<file path="src/rtl/activation.sv">
// activation: per-lane activation stage behind the pooling block.
// Applies ReLU, leaky ReLU or ReLU6 to Q8.8 lanes, or passes them through
// unchanged. Latency is always two cycles. A small FSM tracks burst
// activity and raises a sticky done flag once the pipeline has drained.
//
// Handshake: in_data_available qualifies inp_data and its control fields
// (enable_activation, activation_type, validity_mask) in the same cycle;
// there is no backpressure. out_data_available qualifies out_data exactly
// two cycles later, and out_data holds its value when not qualified.
module activation #(
  parameter int DWIDTH      = 16,
  parameter int DESIGN_SIZE = 16,
  parameter int MASK_WIDTH  = 16,
  parameter int FRAC_BITS   = 8,
  parameter int LEAK_SHIFT  = 3,
  parameter int CNT_WIDTH   = 16
) (
  input  logic                          clk,
  input  logic                          reset,
  input  logic                          enable_activation,
  input  logic [1:0]                    activation_type,
  input  logic                          in_data_available,
  input  logic [DESIGN_SIZE*DWIDTH-1:0] inp_data,
  input  logic [MASK_WIDTH-1:0]         validity_mask,
  output logic [DESIGN_SIZE*DWIDTH-1:0] out_data,
  output logic                          out_data_available,
  output logic [CNT_WIDTH-1:0]          vector_count,
  output logic                          done_activation,
  output logic [1:0]                    fsm_state
);

  localparam int VW = DESIGN_SIZE * DWIDTH;

  // Saturation ceiling for ReLU6 (6.0 in the lane's Q format).
  localparam logic signed [DWIDTH-1:0] ONE6 = DWIDTH'(6 << FRAC_BITS);

  // Burst FSM encoding.
  localparam logic [1:0] S_IDLE   = 2'd0;
  localparam logic [1:0] S_ACTIVE = 2'd1;
  localparam logic [1:0] S_DRAIN  = 2'd2;
  localparam logic [1:0] S_DONE   = 2'd3;

  // Idle cycles needed after the last input before both stages are empty.
  localparam logic [1:0] DRAIN_CYCLES = 2'd2;

  logic [VW-1:0]          act_lanes;
  logic                   bypass;
  logic signed [DWIDTH-1:0] lane_x;
  logic signed [DWIDTH-1:0] lane_y;

  logic [VW-1:0]          s1_data_q, s1_data_d;
  logic                   s1_valid_q, s1_valid_d;
  logic [VW-1:0]          out_data_q, out_data_d;
  logic                   out_avail_q, out_avail_d;
  logic [1:0]             state_q, state_d;
  logic [1:0]             drain_cnt_q, drain_cnt_d;
  logic [CNT_WIDTH-1:0]   count_q, count_d;
  logic                   start_burst;

  // Per-lane activation function, applied to the incoming vector.
  always_comb begin
    act_lanes = '0;
    lane_x    = '0;
    lane_y    = '0;
    bypass    = !enable_activation || (activation_type == 2'd3);
    for (int i = 0; i < DESIGN_SIZE; i++) begin
      lane_x = $signed(inp_data[i*DWIDTH +: DWIDTH]);
      lane_y = lane_x;
      if (!bypass) begin
        case (activation_type)
          2'd0: if (lane_x[DWIDTH-1]) lane_y = '0;
          2'd1: if (lane_x[DWIDTH-1]) lane_y = lane_x >>> LEAK_SHIFT;
          2'd2: begin
            if (lane_x[DWIDTH-1])   lane_y = '0;
            else if (lane_x > ONE6) lane_y = ONE6;
          end
          default: lane_y = lane_x;
        endcase
      end
      // Masked lanes are zeroed in every mode, bypass included.
      if (!validity_mask[i]) lane_y = '0;
      act_lanes[i*DWIDTH +: DWIDTH] = lane_y;
    end
  end

  // Two-stage datapath: stage 1 captures activated lanes, stage 2 drives out.
  always_comb begin
    s1_valid_d  = in_data_available;
    s1_data_d   = in_data_available ? act_lanes : s1_data_q;
    out_avail_d = s1_valid_q;
    out_data_d  = s1_valid_q ? s1_data_q : out_data_q;
  end

  // Burst tracking: the idle cycle seen while ACTIVE is the first drain cycle.
  always_comb begin
    state_d     = state_q;
    drain_cnt_d = drain_cnt_q;
    start_burst = 1'b0;
    case (state_q)
      S_IDLE: begin
        if (in_data_available) begin
          state_d     = S_ACTIVE;
          start_burst = 1'b1;
        end
      end
      S_ACTIVE: begin
        if (!in_data_available) begin
          state_d     = S_DRAIN;
          drain_cnt_d = 2'd1;
        end
      end
      S_DRAIN: begin
        if (in_data_available) begin
          state_d     = S_ACTIVE;
          drain_cnt_d = 2'd0;
        end else if (drain_cnt_q == DRAIN_CYCLES - 2'd1) begin
          state_d     = S_DONE;
          drain_cnt_d = 2'd0;
        end else begin
          drain_cnt_d = drain_cnt_q + 2'd1;
        end
      end
      S_DONE: begin
        if (in_data_available) begin
          state_d     = S_ACTIVE;
          start_burst = 1'b1;
        end
      end
      default: state_d = S_IDLE;
    endcase
  end

  // Vector counter: restarts on a new burst, counting a coincident pulse.
  always_comb begin
    count_d = count_q;
    if (start_burst)      count_d = out_avail_q ? CNT_WIDTH'(1) : '0;
    else if (out_avail_q) count_d = count_q + CNT_WIDTH'(1);
  end

  // State registers with asynchronous clear.
  always_ff @(posedge clk or posedge reset) begin
    if (reset) begin
      s1_data_q   <= '0;
      s1_valid_q  <= 1'b0;
      out_data_q  <= '0;
      out_avail_q <= 1'b0;
      state_q     <= S_IDLE;
      drain_cnt_q <= 2'd0;
      count_q     <= '0;
    end else begin
      s1_data_q   <= s1_data_d;
      s1_valid_q  <= s1_valid_d;
      out_data_q  <= out_data_d;
      out_avail_q <= out_avail_d;
      state_q     <= state_d;
      drain_cnt_q <= drain_cnt_d;
      count_q     <= count_d;
    end
  end

  assign out_data           = out_data_q;
  assign out_data_available = out_avail_q;
  assign vector_count       = count_q;
  assign done_activation    = (state_q == S_DONE);
  assign fsm_state          = state_q;

endmodule

</file>
<file path="config.mk">
export PLATFORM = sky130hd
export DESIGN_NAME = activation
export DESIGN_NICKNAME = d
export VERILOG_FILES = /design/src/rtl/activation.sv
export SDC_FILE = /design/constraint.sdc
export NUM_CORES = 1
export LEC_CHECK = 0
export ABC_AREA = 1
export BUFFER_PORTS_ARGS = -buffer_cell sky130_fd_sc_hd__buf_2
export CORE_ASPECT_RATIO = 0.6
export CORE_MARGIN = 5
export CORE_UTILIZATION = 51
export DETAILED_ROUTE_END_ITERATION = 7
export PLACE_DENSITY = 0.81
export SLEW_MARGIN = 20
export SYNTH_ARGS = -nofsm -noshare
export SYNTH_HDL_FRONTEND = slang
export SYNTH_SLANG_ARGS = --single-unit
</file>
<file path="constraint.sdc">
create_clock -name clk -period 18.1 [get_ports clk]
set_clock_uncertainty 0.2 [all_clocks]
set_input_delay 1.81 -clock clk [delete_from_list [all_inputs] [get_ports clk]]
set_output_delay 1.81 -clock clk [all_outputs]
set_load 0.03 [all_outputs]
</file>
==> impl_results.md <==
* Status: complete, no violations
* Detailed-route wire length per cell at 19.3 um
* 1st-iter DRT viols at 3460
* Number of synthesized register bits at 534
* Detail Route met3 WL at 8780 um
* Number of different library cells in the post-synthesis netlist at 38
* Total routing usage reported by global routing at 29.3%
* Final design area excluding fillers at 32400 um^2
* Required time reported for the critical path endpoint at 18.44 ns
* Gp weighted congestion at 0.947
* Element type at the critical path end: flip-flop
* Path category of the worst min-delay check: flip-flop to flip-flop
* Post-Route WL at 89900 um
* Via count at 26562
* CP Cell Sequence: buf_2 -> buf_4 -> nand2_4 -> nand2_8 -> inv_6 -> buf_4 -> nand2_2 -> nor3_1 -> a21oi_1 -> nand2_1 -> nand2_1 -> nand2_1
* CTS Buf Count at 51
* Post-detail-place hpwl at 62100 um
* Global-route wire length before repair at 141000 um
* Met2 Wirelength at 38700 um
* Port-buffer cells at 553
* Post-synth top area share at 48.3%
* Syn Std Cell Area at 27600 um^2
* Leakage power summed over all cells at 17.1 nW
* Clk Tree Root Cell: sky130_fd_sc_hd__clkbuf_16
* Final critical path time including I/O delays and setup at 4.74 ns
* Routed length on met1 at 39200 um
* Die outline width at 311 um
* Fmax at 211 MHz
* Layout cells sized above 1 at 22.2%
* Maximum number of pins on one net before global-route repair at 136
* CTS tree: done
* I/O pins at 554
* Top Metal Used: met5
* Count of mapped cells out of synthesis at 3467
* Syn nets at 3750
* Max-slew violation count at 0
* Critical Path Source Type: input port
* Period Utilization, post-route at 26.2%
* Avg Inst Size Synth at 7.97 um^2
* Final setup violating endpoints at 0
* Number of enable-type register cells in the synthesized netlist at 0
* Most area-consuming cells after synthesis: sky130_fd_sc_hd__dfrtp_1 48%, sky130_fd_sc_hd__nand2_1 15%, sky130_fd_sc_hd__mux2_2 7.9%, sky130_fd_sc_hd__nand3_1 5.7%, sky130_fd_sc_hd__inv_1 3.4%
* Number of buffers inserted by hold repair at cts at 0
* Die ar. at 59100 um^2
* Layout area overhead at 17.2%
* Site Rows at 66
* Proportion of synthesized chip area in sequential cells at 48.3%
* Die span in y at 190 um
* Transition time at the pin with the least slew margin at 1.03 ns
* Net count reported at finish at 4179
* Vias in the first global route at 24745
* First-pass DRT Iterations at 6
* Area taken by multi-input logic gates at 12400 um^2
* Area after DPL at 30600 um^2
* Unrepaired setup endpoints after global routing: no
* Worst vdd ir at 0.0000888 V
* Number of nets with antenna violations after detailed routing at 0
* Area of the core region at 53900 um^2
* Reg clk slew, reported paths at 0.07 ns
* Slowest Stage Delay on Critical Path at 0.66 ns
* Share of flip-flops with an asynchronous set or reset after synthesis at 100%
* Slowest-stage cell, CP: sky130_fd_sc_hd__buf_4
* Via density per instance at 5.69
* Later-pin clock latency in the skew report at 0.60 ns
* Pwr dens at 97.7 nW/um^2
* Quantity of gates resized following cts at 0
* Post-CTS setup buffer count at 0
* Number of fill cells in the layout at 4795
* Number of antenna violations at the first check in global routing at 20
* CP most frequent cell: sky130_fd_sc_hd__nand2_1
* Summed negative setup slack over all endpoints at 0 ns
* Relative slew margins at 31.3%
* Number of max-capacitance violations reported at 0
* H-tree depth at 2
* Effective utilization at floorplan at 51.3%
* Warnings from Yosys at 0
* Hold Vio Cnt, Final at 0
* Kind of critical path: input port to flip-flop
* Main flop type after synthesis: sky130_fd_sc_hd__dfrtp_1
* Post-synthesis cell type with the largest combined area: sky130_fd_sc_hd__dfrtp_1
* Sequential cell area at 13400 um^2
* Maximum number of buffers from clock root to sink at 3
* GRT overflow at 0
* Crit-path max FO at 66
* Arrival time of data at the critical path endpoint at 5.07 ns
* DRC violations left at 0
* Sink count of the clock tree at 534
## metal layers
layer / vias to the layer above / global-route usage (%)
li1: 12300 / -
met1: 12647 / 42.9
met2: 1403 / 43.2
met3: 206 / 7.04
met4: 6 / 9.83
met5: - / 0
## layout by cell type (no fill, tap or decap), types with 9 or more instances in the layout
cell type	netlist	layout
sky130_fd_sc_hd__dfrtp_1	534	533
sky130_fd_sc_hd__mux2_2	194	194
sky130_fd_sc_hd__o21ai_0	171	171
sky130_fd_sc_hd__nand3_1	313	313
sky130_fd_sc_hd__a32oi_1	16	16
sky130_fd_sc_hd__o21ai_1	96	96
sky130_fd_sc_hd__clkbuf_16	0	53
sky130_fd_sc_hd__buf_2	83	552
sky130_fd_sc_hd__diode_2	0	21
sky130_fd_sc_hd__nor2_1	221	220
sky130_fd_sc_hd__clkinv_2	0	9
sky130_fd_sc_hd__inv_1	254	253
sky130_fd_sc_hd__o211ai_1	11	11
sky130_fd_sc_hd__nand2_1	1091	1091
sky130_fd_sc_hd__clkbuf_1	93	9
sky130_fd_sc_hd__nor3_1	41	41
sky130_fd_sc_hd__o32ai_1	12	12
sky130_fd_sc_hd__nand4_1	18	18
sky130_fd_sc_hd__buf_4	6	23
sky130_fd_sc_hd__a21oi_1	165	165
sky130_fd_sc_hd__o31ai_1	70	70
## critical path, delay by kind of cell
kind            cells  cell delay, ns
simple gates        7            1.55
buf+inv             4            1.50
compound gates      1            0.06
## sequential cells by signal, summed over array words and instances (netlist names)
| signal | count |
|---|---|
| s1_data_q | 256 |
| out_avail_d | 1 |
| vector_count | 16 |
| fsm_state | 2 |
| drain_cnt_q | 2 |
| out_data | 256 |
| out_data_available | 1 |
## power by group
part	total [mW]	switching (mW)	internal (mW)
registers	1.39	0.0760	1.31
logic	0.678	0.474	0.204
clock network	1.10	0.472	0.623
## cells in the mapped netlist (16+ instances only)
cell type                  count
sky130_fd_sc_hd__o21ai_1      96
sky130_fd_sc_hd__o21ai_0     171
sky130_fd_sc_hd__mux2_2      194
sky130_fd_sc_hd__a21oi_1     165
sky130_fd_sc_hd__nand3_1     313
sky130_fd_sc_hd__nor3_1       41
sky130_fd_sc_hd__dfrtp_1     534
sky130_fd_sc_hd__a32oi_1      16
sky130_fd_sc_hd__nor2_1      221
sky130_fd_sc_hd__buf_2        83
sky130_fd_sc_hd__nand2_1    1091
sky130_fd_sc_hd__o31ai_1      70
sky130_fd_sc_hd__buf_1        16
sky130_fd_sc_hd__nand4_1      18
sky130_fd_sc_hd__inv_1       254
sky130_fd_sc_hd__clkbuf_1     93
## path summary, 6_finish.rpt
path | start | end | slack, ns | cells past startpoint
min in group asynchronous | reset | out_data[1]$_DFFE_PP0P_ | 1.19 | 2
max in group asynchronous | reset | s1_data_q[118]$_DFFE_PP0P_ | 14.53 | 5
max | activation_type[1] | s1_data_q[169]$_DFFE_PP0P_ | 13.36 | 12
min | s1_data_q[186]$_DFFE_PP0P_ | s1_data_q[186]$_DFFE_PP0P_ | 0.28 | 2
min reg2reg | s1_data_q[186]$_DFFE_PP0P_ | s1_data_q[186]$_DFFE_PP0P_ | 0.28 | 2
max reg2reg | out_avail_d$_DFF_PP0_ | out_data[10]$_DFFE_PP0P_ | 14.92 | 3
## cell type report
type / count / share of cell area [%]
Antenna cell: 21 / 0.162
Clock buffer: 70 / 4.54
Clock inverter: 18 / 0.633
Inverter: 266 / 3.14
Multi-Input combinational cell: 2466 / 38.3
Sequential cell: 534 / 41.3
Tap cell: 714 / 2.76
Timing Repair Buffer: 577 / 9.21
## cells by family after synthesis
| family | after synthesis | share of synthesized area (%) |
|---|---|---|
| flip-flops | 534 | 48.3 |
| multiplexers | 194 | 7.90 |
| adder cells (fa/ha/maj) | 5 | 0.226 |
| AND/OR/NAND/NOR | 1704 | 25.2 |
| AO/OA/AOI/OAI | 563 | 11.5 |
| buffers and inverters | 467 | 6.86 |
## metrics by stage
stage	setup WS [ns]	utilization [%]	hold slack, ns	std cells	power [mW]
floorplan	1.17	-	0.189	3467	1.84
global placement	12.92	56.8	0.260	4556	2.06
detailed placement	12.86	56.8	0.260	4556	2.08
CTS	13.50	59.9	0.278	4644	3.18
global route	13.13	60.0	0.290	4662	3.31
finish	13.36	60.1	0.277	4666	3.16
Note: power is estimated with default switching activity, not from simulation.
